### src/rtl/bus_arb_pkg.sv
// Shared types for the bidirectional bus arbiter: FSM state encoding and ID width helper.
// Pure declarations; no latency and no backpressure.
package bus_arb_pkg;

  typedef enum logic [1:0] {
    IDLE = 2'd0,
    OWN  = 2'd1,
    TURN = 2'd2
  } arb_state_e;

  function automatic int ID_W(input int n);
    return (n > 1) ? $clog2(n) : 1;
  endfunction

endpackage

### src/rtl/bidir_bus_arbiter_rr_pick.sv
// Round-robin picker: first set request at or after the pointer, wrapping around.
// Latency: combinational. Backpressure: none.
module rr_pick
  import bus_arb_pkg::*;
#(
  parameter int N  = 2,
  parameter int IW = ID_W(N)
) (
  input  logic [N-1:0]  i_req,
  input  logic [IW-1:0] i_rr_ptr,
  output logic [N-1:0]  o_onehot,
  output logic [IW-1:0] o_idx,
  output logic          o_vld
);

  always_comb begin
    logic [IW-1:0] w_cand;
    o_onehot = '0;
    o_idx    = '0;
    o_vld    = 1'b0;
    w_cand   = '0;
    for (int i = 0; i < N; i++) begin
      w_cand = IW'((int'(i_rr_ptr) + i) % N);
      if (!o_vld && i_req[w_cand]) begin
        o_vld            = 1'b1;
        o_onehot[w_cand] = 1'b1;
        o_idx            = w_cand;
      end
    end
  end

endmodule

### src/rtl/bidir_bus_arbiter.sv
// Round-robin owner arbiter for the shared A/C tran net, with a dead turnaround gap between owners.
// Latency: grant one edge after a request is seen in IDLE; backpressure: none, requests are held levels.
module bidir_bus_arbiter
  import bus_arb_pkg::*;
#(
  parameter int NUM_REQ  = 2,
  parameter int TURN_CYC = 2,
  parameter int MAX_HOLD = 16
) (
  input  logic                        clk,
  input  logic                        rst_n,
  input  logic [NUM_REQ-1:0]          req,
  output logic [NUM_REQ-1:0]          grant,
  output logic [NUM_REQ-1:0]          drv_en,
  output logic [ID_W(NUM_REQ)-1:0]    owner_id,
  output logic                        busy,
  output logic                        turn,
  output logic                        preempt
);

  localparam int IW = ID_W(NUM_REQ);
  localparam int HW = $clog2(MAX_HOLD + 1);
  localparam int TW = $clog2(TURN_CYC + 1);

  arb_state_e         r_state,    w_state_nxt;
  logic [NUM_REQ-1:0] r_grant,    w_grant_nxt;
  logic [IW-1:0]      r_owner,    w_owner_nxt;
  logic [IW-1:0]      r_rr_ptr,   w_rr_ptr_nxt;
  logic [HW-1:0]      r_hold,     w_hold_nxt;
  logic [TW-1:0]      r_turn_cnt, w_turn_cnt_nxt;
  logic               r_preempt,  w_preempt_nxt;

  logic [NUM_REQ-1:0] w_win_oh;
  logic [IW-1:0]      w_win_idx;
  logic               w_win_vld;
  logic               w_own_req;
  logic               w_others;

  rr_pick #(
    .N  (NUM_REQ),
    .IW (IW)
  ) u_rr_pick (
    .i_req    (req),
    .i_rr_ptr (r_rr_ptr),
    .o_onehot (w_win_oh),
    .o_idx    (w_win_idx),
    .o_vld    (w_win_vld)
  );

  assign w_own_req = req[r_owner];
  assign w_others  = |(req & ~r_grant);

  always_ff @(posedge clk or negedge rst_n) begin
    if (!rst_n) begin
      r_state    <= IDLE;
      r_grant    <= '0;
      r_owner    <= '0;
      r_rr_ptr   <= '0;
      r_hold     <= '0;
      r_turn_cnt <= '0;
      r_preempt  <= 1'b0;
    end else begin
      r_state    <= w_state_nxt;
      r_grant    <= w_grant_nxt;
      r_owner    <= w_owner_nxt;
      r_rr_ptr   <= w_rr_ptr_nxt;
      r_hold     <= w_hold_nxt;
      r_turn_cnt <= w_turn_cnt_nxt;
      r_preempt  <= w_preempt_nxt;
    end
  end

  always_comb begin
    w_state_nxt    = r_state;
    w_grant_nxt    = r_grant;
    w_owner_nxt    = r_owner;
    w_rr_ptr_nxt   = r_rr_ptr;
    w_hold_nxt     = r_hold;
    w_turn_cnt_nxt = r_turn_cnt;
    w_preempt_nxt  = 1'b0;
    case (r_state)
      IDLE: begin
        if (w_win_vld) begin
          w_state_nxt  = OWN;
          w_grant_nxt  = w_win_oh;
          w_owner_nxt  = w_win_idx;
          w_rr_ptr_nxt = (w_win_idx == IW'(NUM_REQ - 1)) ? '0 : w_win_idx + IW'(1);
          w_hold_nxt   = '0;
        end
      end
      OWN: begin
        // A release on the same edge as a timeout wins, so no preempt pulse.
        if (!w_own_req || (r_hold == HW'(MAX_HOLD) && w_others)) begin
          w_state_nxt    = TURN;
          w_grant_nxt    = '0;
          w_owner_nxt    = '0;
          w_turn_cnt_nxt = TW'(TURN_CYC);
          w_preempt_nxt  = w_own_req;
        end else if (r_hold != HW'(MAX_HOLD)) begin
          w_hold_nxt = r_hold + HW'(1);
        end
      end
      TURN: begin
        if (r_turn_cnt <= TW'(1)) begin
          w_state_nxt    = IDLE;
          w_turn_cnt_nxt = '0;
        end else begin
          w_turn_cnt_nxt = r_turn_cnt - TW'(1);
        end
      end
      default: begin
        w_state_nxt = IDLE;
        w_grant_nxt = '0;
        w_owner_nxt = '0;
      end
    endcase
  end

  assign grant    = r_grant;
  assign drv_en   = r_grant;
  assign owner_id = r_owner;
  assign busy     = (r_state != IDLE);
  assign turn     = (r_state == TURN);
  assign preempt  = r_preempt;

endmodule
### config.mk
export PLATFORM = sky130hd
export DESIGN_NAME = bidir_bus_arbiter
export DESIGN_NICKNAME = d
export VERILOG_FILES = /design/src/rtl/bus_arb_pkg.sv /design/src/rtl/bidir_bus_arbiter_rr_pick.sv /design/src/rtl/bidir_bus_arbiter.sv
export SDC_FILE = /design/constraint.sdc
export NUM_CORES = 1
export LEC_CHECK = 0
export BUFFER_PORTS_ARGS = -buffer_cell sky130_fd_sc_hd__clkbuf_2
export CAP_MARGIN = 30
export CORE_MARGIN = 8
export CORE_UTILIZATION = 40
export CTS_BUF_LIST = sky130_fd_sc_hd__clkbuf_2 sky130_fd_sc_hd__clkbuf_4 sky130_fd_sc_hd__clkbuf_8
export DETAILED_ROUTE_END_ITERATION = 7
export PLACE_DENSITY = 0.61
export SETUP_SLACK_MARGIN = 0.1
export SYNTH_ARGS = -nofsm -noshare
export SYNTH_HDL_FRONTEND = slang
export SYNTH_SLANG_ARGS = --single-unit
### constraint.sdc
create_clock -name clk -period 1.99 [get_ports clk]
set_clock_uncertainty 0.05 [all_clocks]
set_input_delay 0.2985 -clock clk [delete_from_list [all_inputs] [get_ports clk]]
set_output_delay 0.2985 -clock clk [all_outputs]
set_load 0.005 [all_outputs]
### Word level (Yosys, flattened, before mapping)

Index checks and enable logic that the tools add are counted.
Widths: inputs -> output; s select.

| word-level totals | value |
|---|---|
| register bits after elaboration | 14 |
| input port bits | 4 |
| output and inout port bits | 8 |
| logic and storage cells | 82 |

| cells by class | value |
|---|---|
| $add $sub $neg | 4 |
| $lt $le $gt $ge | 6 |
| eq/ne operators | 9 |
| mux-type cells | 35 |
| bitwise operators | 4 |
| reduce and logical (&&, ||, !) cells | 17 |

Operator list:

| cell | number |
|---|---|
| $mux 1 | 17 |
| $mux 2 | 8 |
| $mux 5 | 3 |
| $pmux 2 s3 | 2 |
| $pmux 5 s2 | 1 |
| $lt 1x2->1 const B | 3 |
| $ne 2x2->1 const B | 3 |
| $reduce_and 3->1 | 2 |
| $reduce_bool 2->1 | 3 |
| $add 5x1->5 const B | 1 |
| $eq 5x5->1 const B | 1 |
| $ne 5x5->1 const B | 1 |
| $logic_and 1x1->1 | 4 |
| $ne 2x1->1 const B | 2 |
| $pmux 2 s2 | 1 |
| $reduce_and 2->1 | 2 |
| $reduce_and 4->1 | 1 |
| $pmux 1 s3 | 1 |
| $add 1x1->1 const B | 2 |
| $and 2x2->2 | 1 |
| $demux 1 s1 | 2 |
| $eq 2x1->1 const B | 1 |
| $eq 2x2->1 const B | 1 |
| $ge 1x1->1 const B | 2 |
| other kinds (9) | 10 |

### Depth between registers and ports, before layout

Gate-level depths: netlist (run 1).

| logic depth | value |
|---|---|
| word-level depth | 9 |
| gate-level depth with buffers | 6 |

### By module

From an unflattened synthesis (run 1), not the netlist that was laid out.

| second synthesis, totals | value |
|---|---|
| cell total of the unflattened synthesis | 80 |
| area, all modules | 789.5 µm² |

By module, submodules not included:

| module | times used | cells an instance | area an instance (µm²) | seq. area each (µm²) |
|---|---|---|---|---|
| bidir_bus_arbiter | 1 | 75 | 757.0 | 350.3 |
| rr_pick | 1 | 5 | 32.5 | 0.0 |

### Least setup slack after synthesis (run 1)

Ideal clock, no wire load.

| path | value |
|---|---|
| path kind | register -> register |
| start point | reg r_state[0] |
| end point | reg r_hold[2] |
| arrival time | 1.488 ns |
| path slack | 0.383 ns |
| stages on the path, launching flop included | 6 |
| buffers on the path | 0 |
| period minus slack after synthesis | 1.607 ns |
| cell sequence | dfrtp_1 nor2_4 inv_2 o41a_1 or4_1 nand3_1 |

| between the ends | value |
|---|---|
| word-level cells in the longest chain between the ends | 3 |

RTL lines:

| item | line | source |
|---|---|---|
| start, declared | bidir_bus_arbiter.sv:25 | `arb_state_e r_state, w_state_nxt;` |
| start signal, assigned | bidir_bus_arbiter.sv:63 | `r_state <= w_state_nxt;` |
| $eq 2x1->1 or $logic_not 2->1 (tied branches) | bidir_bus_arbiter.sv:81 | `case (r_state)` |
| $ne 2x2->1 (no source line) (tied with other cells) | -- |  |
| $reduce_and 4->1 (no source line) | -- |  |
| end signal, assigned | bidir_bus_arbiter.sv:67 | `r_hold <= w_hold_nxt;` |
| end, declared | bidir_bus_arbiter.sv:29 | `logic [HW-1:0] r_hold, w_hold_nxt;` |

Parallel ways exist; a longest one is shown, timed or not.
A chain may end at the register's enable or synchronous reset.

### Final worst setup path (run 1)

| path | value |
|---|---|
| start point | reg r_state[1] |
| end point | reg r_hold[2] |

The elaborated chain is that of the path after synthesis.

==> results of run 1 <==
[routing by layer]
metal  global-route usage, %  vias to the layer above  part of all wire (%)
met5                       0                        -                     0
met4                    6.12                        0                   1.3
met3                    2.58                        2                   4.1
met2                    16.3                       13                    46
met1                    11.7                      294                    48
li1                        -                      325                     -
[layout make-up]
type | count | area share [%]
multi-input combinational | 62 | 42.1
sequential | 14 | 39.6
timing repair buffer | 13 | 8.20
clock buffer | 4 | 4.10
tap | 27 | 3.82
inverter | 5 | 2.12
[layout by cell type, fill, tap and decap left out, drive strengths merged]
cell type    Yosys  routed
a21oi            2       2
a22o             1       1
a31o             1       1
a31oi            1       1
and2b            1       1
and4             1       1
and4bb           1       1
buf              3       1
clkbuf           1      15
dfrtp           14      14
dlygate4sd3      0       1
ha               2       2
inv              5       5
mux2             1       1
mux2i            2       2
nand2           11      11
nand2b           1       1
nand3            6       6
nor2             9       9
nor2b            2       2
nor3             2       2
o211ai           1       1
o21a             1       1
o21ai           10      10
o22ai            1       1
o31ai            2       2
o41a             1       1
or2b             1       1
or4              1       1
[power by group through the flow]
stage	clock network, mW	registers [mW]	logic (mW)
floorplan	0	0.457	0.326
global placement	0	0.470	0.451
detailed placement	0	0.473	0.457
CTS	0.214	0.469	0.460
global route	0.226	0.489	0.519
finish	0.202	0.469	0.451
[worst paths after layout]
| kind | from | to | slack, ns | cells after the start |
|---|---|---|---|---|
| max | r_state[1] | r_hold[2] | 0.27 | 5 |
| min reg2reg | r_turn_cnt[1] | r_state[1] | 0.45 | 2 |
| min in group asynchronous | rst_n | r_turn_cnt[0] | 0.40 | 2 |
| max in group asynchronous | rst_n | r_hold[3] | 1.24 | 2 |
| max reg2reg | r_state[1] | r_hold[2] | 0.27 | 5 |
| min | req[1] | r_rr_ptr | 0.26 | 2 |
[repair_timing]
item,4_1_cts,5_1_grt
hold endpoints to repair,14,0
hold buffers,1,0
setup endpoints to repair,0,0
[cells by family after synthesis]
logic type,Yosys count
and+or+nand+nor,36
AOI/OAI and AO/OA,21
DFF,14
buffers and inverters,9
muxes,3
adders and majority gates,2
[sequential cells by signal (all words and copies together), names as in the netlist]
name,flops
r_state,2
r_turn_cnt,2
drv_en,2
owner_id,1
preempt,1
r_hold,5
r_rr_ptr,1
==> summary.md, run 1 <==
| Metric | Value |
|---|---|
| Fin Hold WS | about 0.26 ns |
| Final Routed Wirelength | between 1500 and 2000 µm |
| Req. time, crit path | roughly 2.2 ns |
| Hold crit path type | input pin to flop |
| Chip width | 59.8 µm |
| Pins Over Slew Limit | 0 |
| Detailed Routing Iterations Pass 1 | 4 |
| Final Cell Area | about 900 µm² |
| Post-synth cell types | 31 |
| Antenna violations before repair | 0 |
| Clk pwr share | about 18% |
| Post-synth EDFFs | 0 |
| RD Place Congestion | between 0.7 and 0.8 |
| Max_slew headroom | a little under three quarters |
| P_leak | between 0.4 and 0.5 nW |
| Outcome | completed |
| Mapped cell area | approximately 770 µm² |
| Clock Sinks | 14 |
| Max incr delay on CP | 0.47 ns |
| Deepest clock path buffer count | 2 |
| Worst-Skew Late Latency | 0.27 ns |
| Post-Synth Simple-Gate Area | 24.2% |
| Clock slew at reported path FFs | ~0.090 ns |
| RSZ-0062 raised after global routing | no |
| CTS buffer count | 3 |
| FF+latch count, synth | 14 |
| Crit-path max FO | 7 |
| Setup TNS | 0 ns |
| Max Cap Viol | 0 |
| CTS tree | yes |
| # nets final | 105 |
| # setup viols final | 0 |
| Total track usage | 10.1% |
| Initial core utilization | between 40% and 50% |
| WS Path Type | flop to flop |
| Via count of the routed design | about 630 |
| Switching Power | about 0.44 mW |
| P&R area growth vs syn | 15.5% |
| Drt via density | a little over 5 |
| P_int | approximately 0.68 mW |
| Total congestion overflow | 0 |
| Final cell utilization of the core | a little under half |
| Antenna Nets Post-Route | 0 |
| Pwr Density | roughly 1300 mW/mm² |
| Post-synthesis xor/xnor area fraction | 0% |
| Top post-synthesis cells by area | dfrtp_1, o21ai_0, nand2_1, nand3_1, nor2_1 |
| Post-CTS setup buffer count | 0 |
| H-Tree Depth | 1 |
| Filler cell count | about 200 |
| Vias in the first global route | 603 |
| IO buf count | 11 |
| Maximum VDD drop | roughly 680 µV |
| Yosys top cell area share | between 40% and 50% |
| Placeable Area | about 0.0019 mm² |
| Worst path top cell family by delay | simple AND/OR/NAND/NOR gates |
| Layout Cells excl Fill | roughly 130 |
| Die area | 0.00357 mm² |
| Root buffer cell | clkbuf_4 |
| Crit start category | flop |
| Adder-cell share of the synthesized area | between 3 and 4% |
| Worst Setup End Kind | flop |
| Post-DP HPWL | between 1000 and 1500 µm |
| Slowest CP cell | dfrtp_1 |
| Layout cell share with drive strength beyond 1 | approximately 21% |
| Total power | ~1.1 mW |
| Tcrit/Tclk final | between 80% and 90% |
| Global-route wire length before repair | 2730 µm |
| Final setup margin | roughly 0.27 ns |
| Largest family of logic cells by synthesized area | simple AND/OR/NAND/NOR gates |
| Top cell type by total area after synthesis | dfrtp_1 |
| Top-count cell post-synth | dfrtp_1 |
| Pre-CTS setup slack | about 0.3 ns |
| Multiplexer share of the synthesized area | 4.08% |
| Syn_area_per_cell | 9.01 µm² |
| Placed instance area | roughly 840 µm² |
| Seq pwr share | about two fifths |
| Multi-input gate area | 373 µm² |
| Leading cell types by count after synthesis | dfrtp_1, nand2_1, o21ai_0 |
| Switching power as a share of total power | 39.5% |
| Synthesized instance count | between 80 and 90 |
| Largest net degree at the start of global routing | 15 |
| Async set-reset flop share out of synthesis | 100% |
| Sequential share of the synthesized area | a little under half |
| Syn. warnings | 0 |
| Period minus WS final | 1.72 ns |
| DRT iter0 DRCs | 6 |
| CP cell instances | nor2_4, inv_2, o41a_1, or4_1, nand3_1 |
| FP Rows | 16 |
| Fin. Hold Viols | 0 |
| Ant. Diodes | 0 |
| Critical path buffer and inverter count | 1 |
| DRC Markers | 0 |
| Net count after synthesis | just over 90 |
| FF+latch area | around 350 µm² |
| Post-synth top flop | dfrtp_1 |
| WL per Instance | about 13 µm |
| Height of the die | between 50 and 60 µm |
| Worst-margin pin slew | approximately 0.42 ns |
| Crit path DAT | 1.88 ns |
| Post-CTS Resized | 0 |
| FMAX | about 0.6 GHz |
| Synth Area in Compound Gates | 17.2% |
| # IOs | 12 |
| Placed cell count | 120 |
| Logic pwr share | approximately two fifths |
(Power assumes the default switching activity.)
==> inputs of run 2 (changes only) <==
Clock period 1.99 ns to 1.9 ns, I/O delays scaled along.
==> run 2 against run 1 <==
Net effect:
- final cell count is the same
- maximum frequency is essentially flat
- via count shrank 0.32%
- critical path type unchanged
- critical endpoint unchanged
==> summary.md, run 2 (synthesized netlist as in run 1, its figures left out) <==
| Metric | Value |
|---|---|
| Outcome | completed |
| FF+latch area | 350 µm² (unchanged) |
| Detailed Routing Iterations Pass 1 | 4 (unchanged) |
| RSZ-0062 raised after global routing | no |
| Layout cell share with drive strength beyond 1 | 22.4% (+1.0 points) |
| Clock slew at reported path FFs | 0.09 ns (about the same) |
| Height of the die | 59.8 µm (unchanged) |
| Multi-input gate area | 378 µm² (+1.3%) |
| H-Tree Depth | 1 (unchanged) |
| Post-CTS setup buffer count | 0 (unchanged) |
| IO buf count | 11 (unchanged) |
| Final Routed Wirelength | 1580 µm (+0.51%) |
| Hold crit path type | input pin to flop |
| WS Path Type | flop to flop |
| Vias in the first global route | 603 (unchanged) |
| Fin Hold WS | 0.249 ns (-0.0136 ns) |
| Total track usage | 10.1% (unchanged) |
| DRC Markers | 0 (unchanged) |
| Crit path DAT | 1.88 ns (about the same) |
| Largest net degree at the start of global routing | 15 (unchanged) |
| Worst-margin pin slew | 0.424 ns (unchanged) |
| P_leak | 0.420 nW (+0.13%) |
| Met1 Wirelength | 771 µm (+1.8%) |
| Period minus WS final | 1.72 ns (+0.000199 ns) |
| Crit start category | flop |
| Initial core utilization | 40.7% (unchanged) |
| Filler cell count | 196 (-1.0%) |
| Global-route wire length before repair | 2730 µm (unchanged) |
| Max_slew headroom | 71.4% (unchanged) |
| DR WL met3 | 57 µm (-11%) |
| FP Rows | 16 (unchanged) |
| Via count of the routed design | 632 (-0.32%) |
| Max Cap Viol | 0 (unchanged) |
| Top reg by flops | r_hold |
| # IOs | 12 (unchanged) |
| P&R area growth vs syn | 16.2% |
| Setup TNS | 0 ns (unchanged) |
| Commonest non-fill, non-tap cells in the layout | dfrtp_1, nand2_1, clkbuf_2 |
| Total congestion overflow | 0 (unchanged) |
| Placeable Area | 0.00188 mm² (unchanged) |
| Antenna violations before repair | 0 (unchanged) |
| Req. time, crit path | 2.06 ns (-0.09 ns) |
| RD Place Congestion | 0.792 (unchanged) |
| Deepest clock path buffer count | 2 (unchanged) |
| Routed wl met2 | 729 µm (+0.14%) |
| Pins Over Slew Limit | 0 (unchanged) |
| Antenna Nets Post-Route | 0 (unchanged) |
| CTS tree | yes |
| FMAX | 0.583 GHz (about the same) |
| Most common cell after layout, fill and taps aside | dfrtp_1 |
| Maximum VDD drop | 711 µV (+4.8%) |
| Crit-path max FO | 7 (unchanged) |
| Drt via density | 5.06 (-0.32%) |
| # nets final | 105 (unchanged) |
| Top sig layer | met4 |
| Fin. Hold Viols | 0 (unchanged) |
| Root buffer cell | clkbuf_4 |
| Post-DP HPWL | 1230 µm (unchanged) |
| Tcrit/Tclk final | 90.3% (+4.1 points) |
| DRT iter0 DRCs | 8 (+2) |
| Die area | 0.00357 mm² (unchanged) |
| Worst Setup End Kind | flop |
| CTS buffer count | 3 (unchanged) |
| # setup viols final | 0 (unchanged) |
| Ant. Diodes | 0 (unchanged) |
| Number of flip-flops in the largest register | 5 (unchanged) |
| Clock Sinks | 14 (unchanged) |
| Worst-Skew Late Latency | 0.27 ns (about the same) |
| WL per Instance | 12.6 µm (+0.51%) |
| Chip width | 59.8 µm (unchanged) |
| Pwr Density | 1330 mW/mm² (+4.9%) |
run 2: area by class of cell:
class                      instances  share of cell area (%)
sequential                        14                    39.4
timing repair buffer              13                    8.16
tap                               27                    3.80
clock buffer                       4                    4.08
multi-input combinational         62                    42.5
inverter                           5                    2.11
run 2: what timing repair did:
action	4_1_cts	5_1_grt
gates resized for setup	0	2
endpoints found under the hold margin	14	0
hold buffers	1	0
setup endpoints to repair	0	4
run 2: worst max-delay path, stage by stage (launching register included):
cell	delay (ns)
dfrtp_1	0.47
nor2_4	0.18
inv_2	0.06
o41a_1	0.40
or4_1	0.40
nand3_1	0.09
run 2: metrics by stage:
step	cells	instance area (µm²)	power [mW]	setup WS, ns	utilization, %
3_5_place_dp	120	838	0.974	0.213	44.5
5_1_grt	125	890	1.30	0.110	47.3
4_1_cts	125	885	1.20	0.186	47.0
2_1_floorplan	85	766	0.820	0.293	-
3_3_place_gp	120	838	0.965	0.205	44.5
6_report	125	890	1.18	0.184	47.3
run 2: report_power, final:
| part | total (mW) | internal [mW] | leakage [nW] | switching (mW) |
|---|---|---|---|---|
| clock | 0.212 | 0.116 | 0.0210 | 0.0952 |
| combinational | 0.480 | 0.209 | 0.218 | 0.271 |
| sequential | 0.491 | 0.389 | 0.180 | 0.102 |
| total | 1.18 | 0.715 | 0.420 | 0.469 |
run 2: per-layer routing:
layer / up-vias / global-route usage (%)
met4: 0 / 6.12
met5: - / 0
li1: 325 / -
met3: 2 / 2.58
met1: 296 / 11.7
met2: 9 / 16.3
run 2: final timing paths:
path | from | endpoint | slack [ns] | depth (start not counted)
setup / recovery | r_state[1] | r_hold[2] | 0.18 | 5
hold / removal | req[1] | r_rr_ptr | 0.25 | 2
setup reg to reg | r_state[1] | r_hold[2] | 0.18 | 5
hold reg to reg | r_turn_cnt[1] | r_state[1] | 0.45 | 2
max in group asynchronous | rst_n | r_hold[3] | 1.16 | 2
min in group asynchronous | rst_n | r_turn_cnt[0] | 0.38 | 2
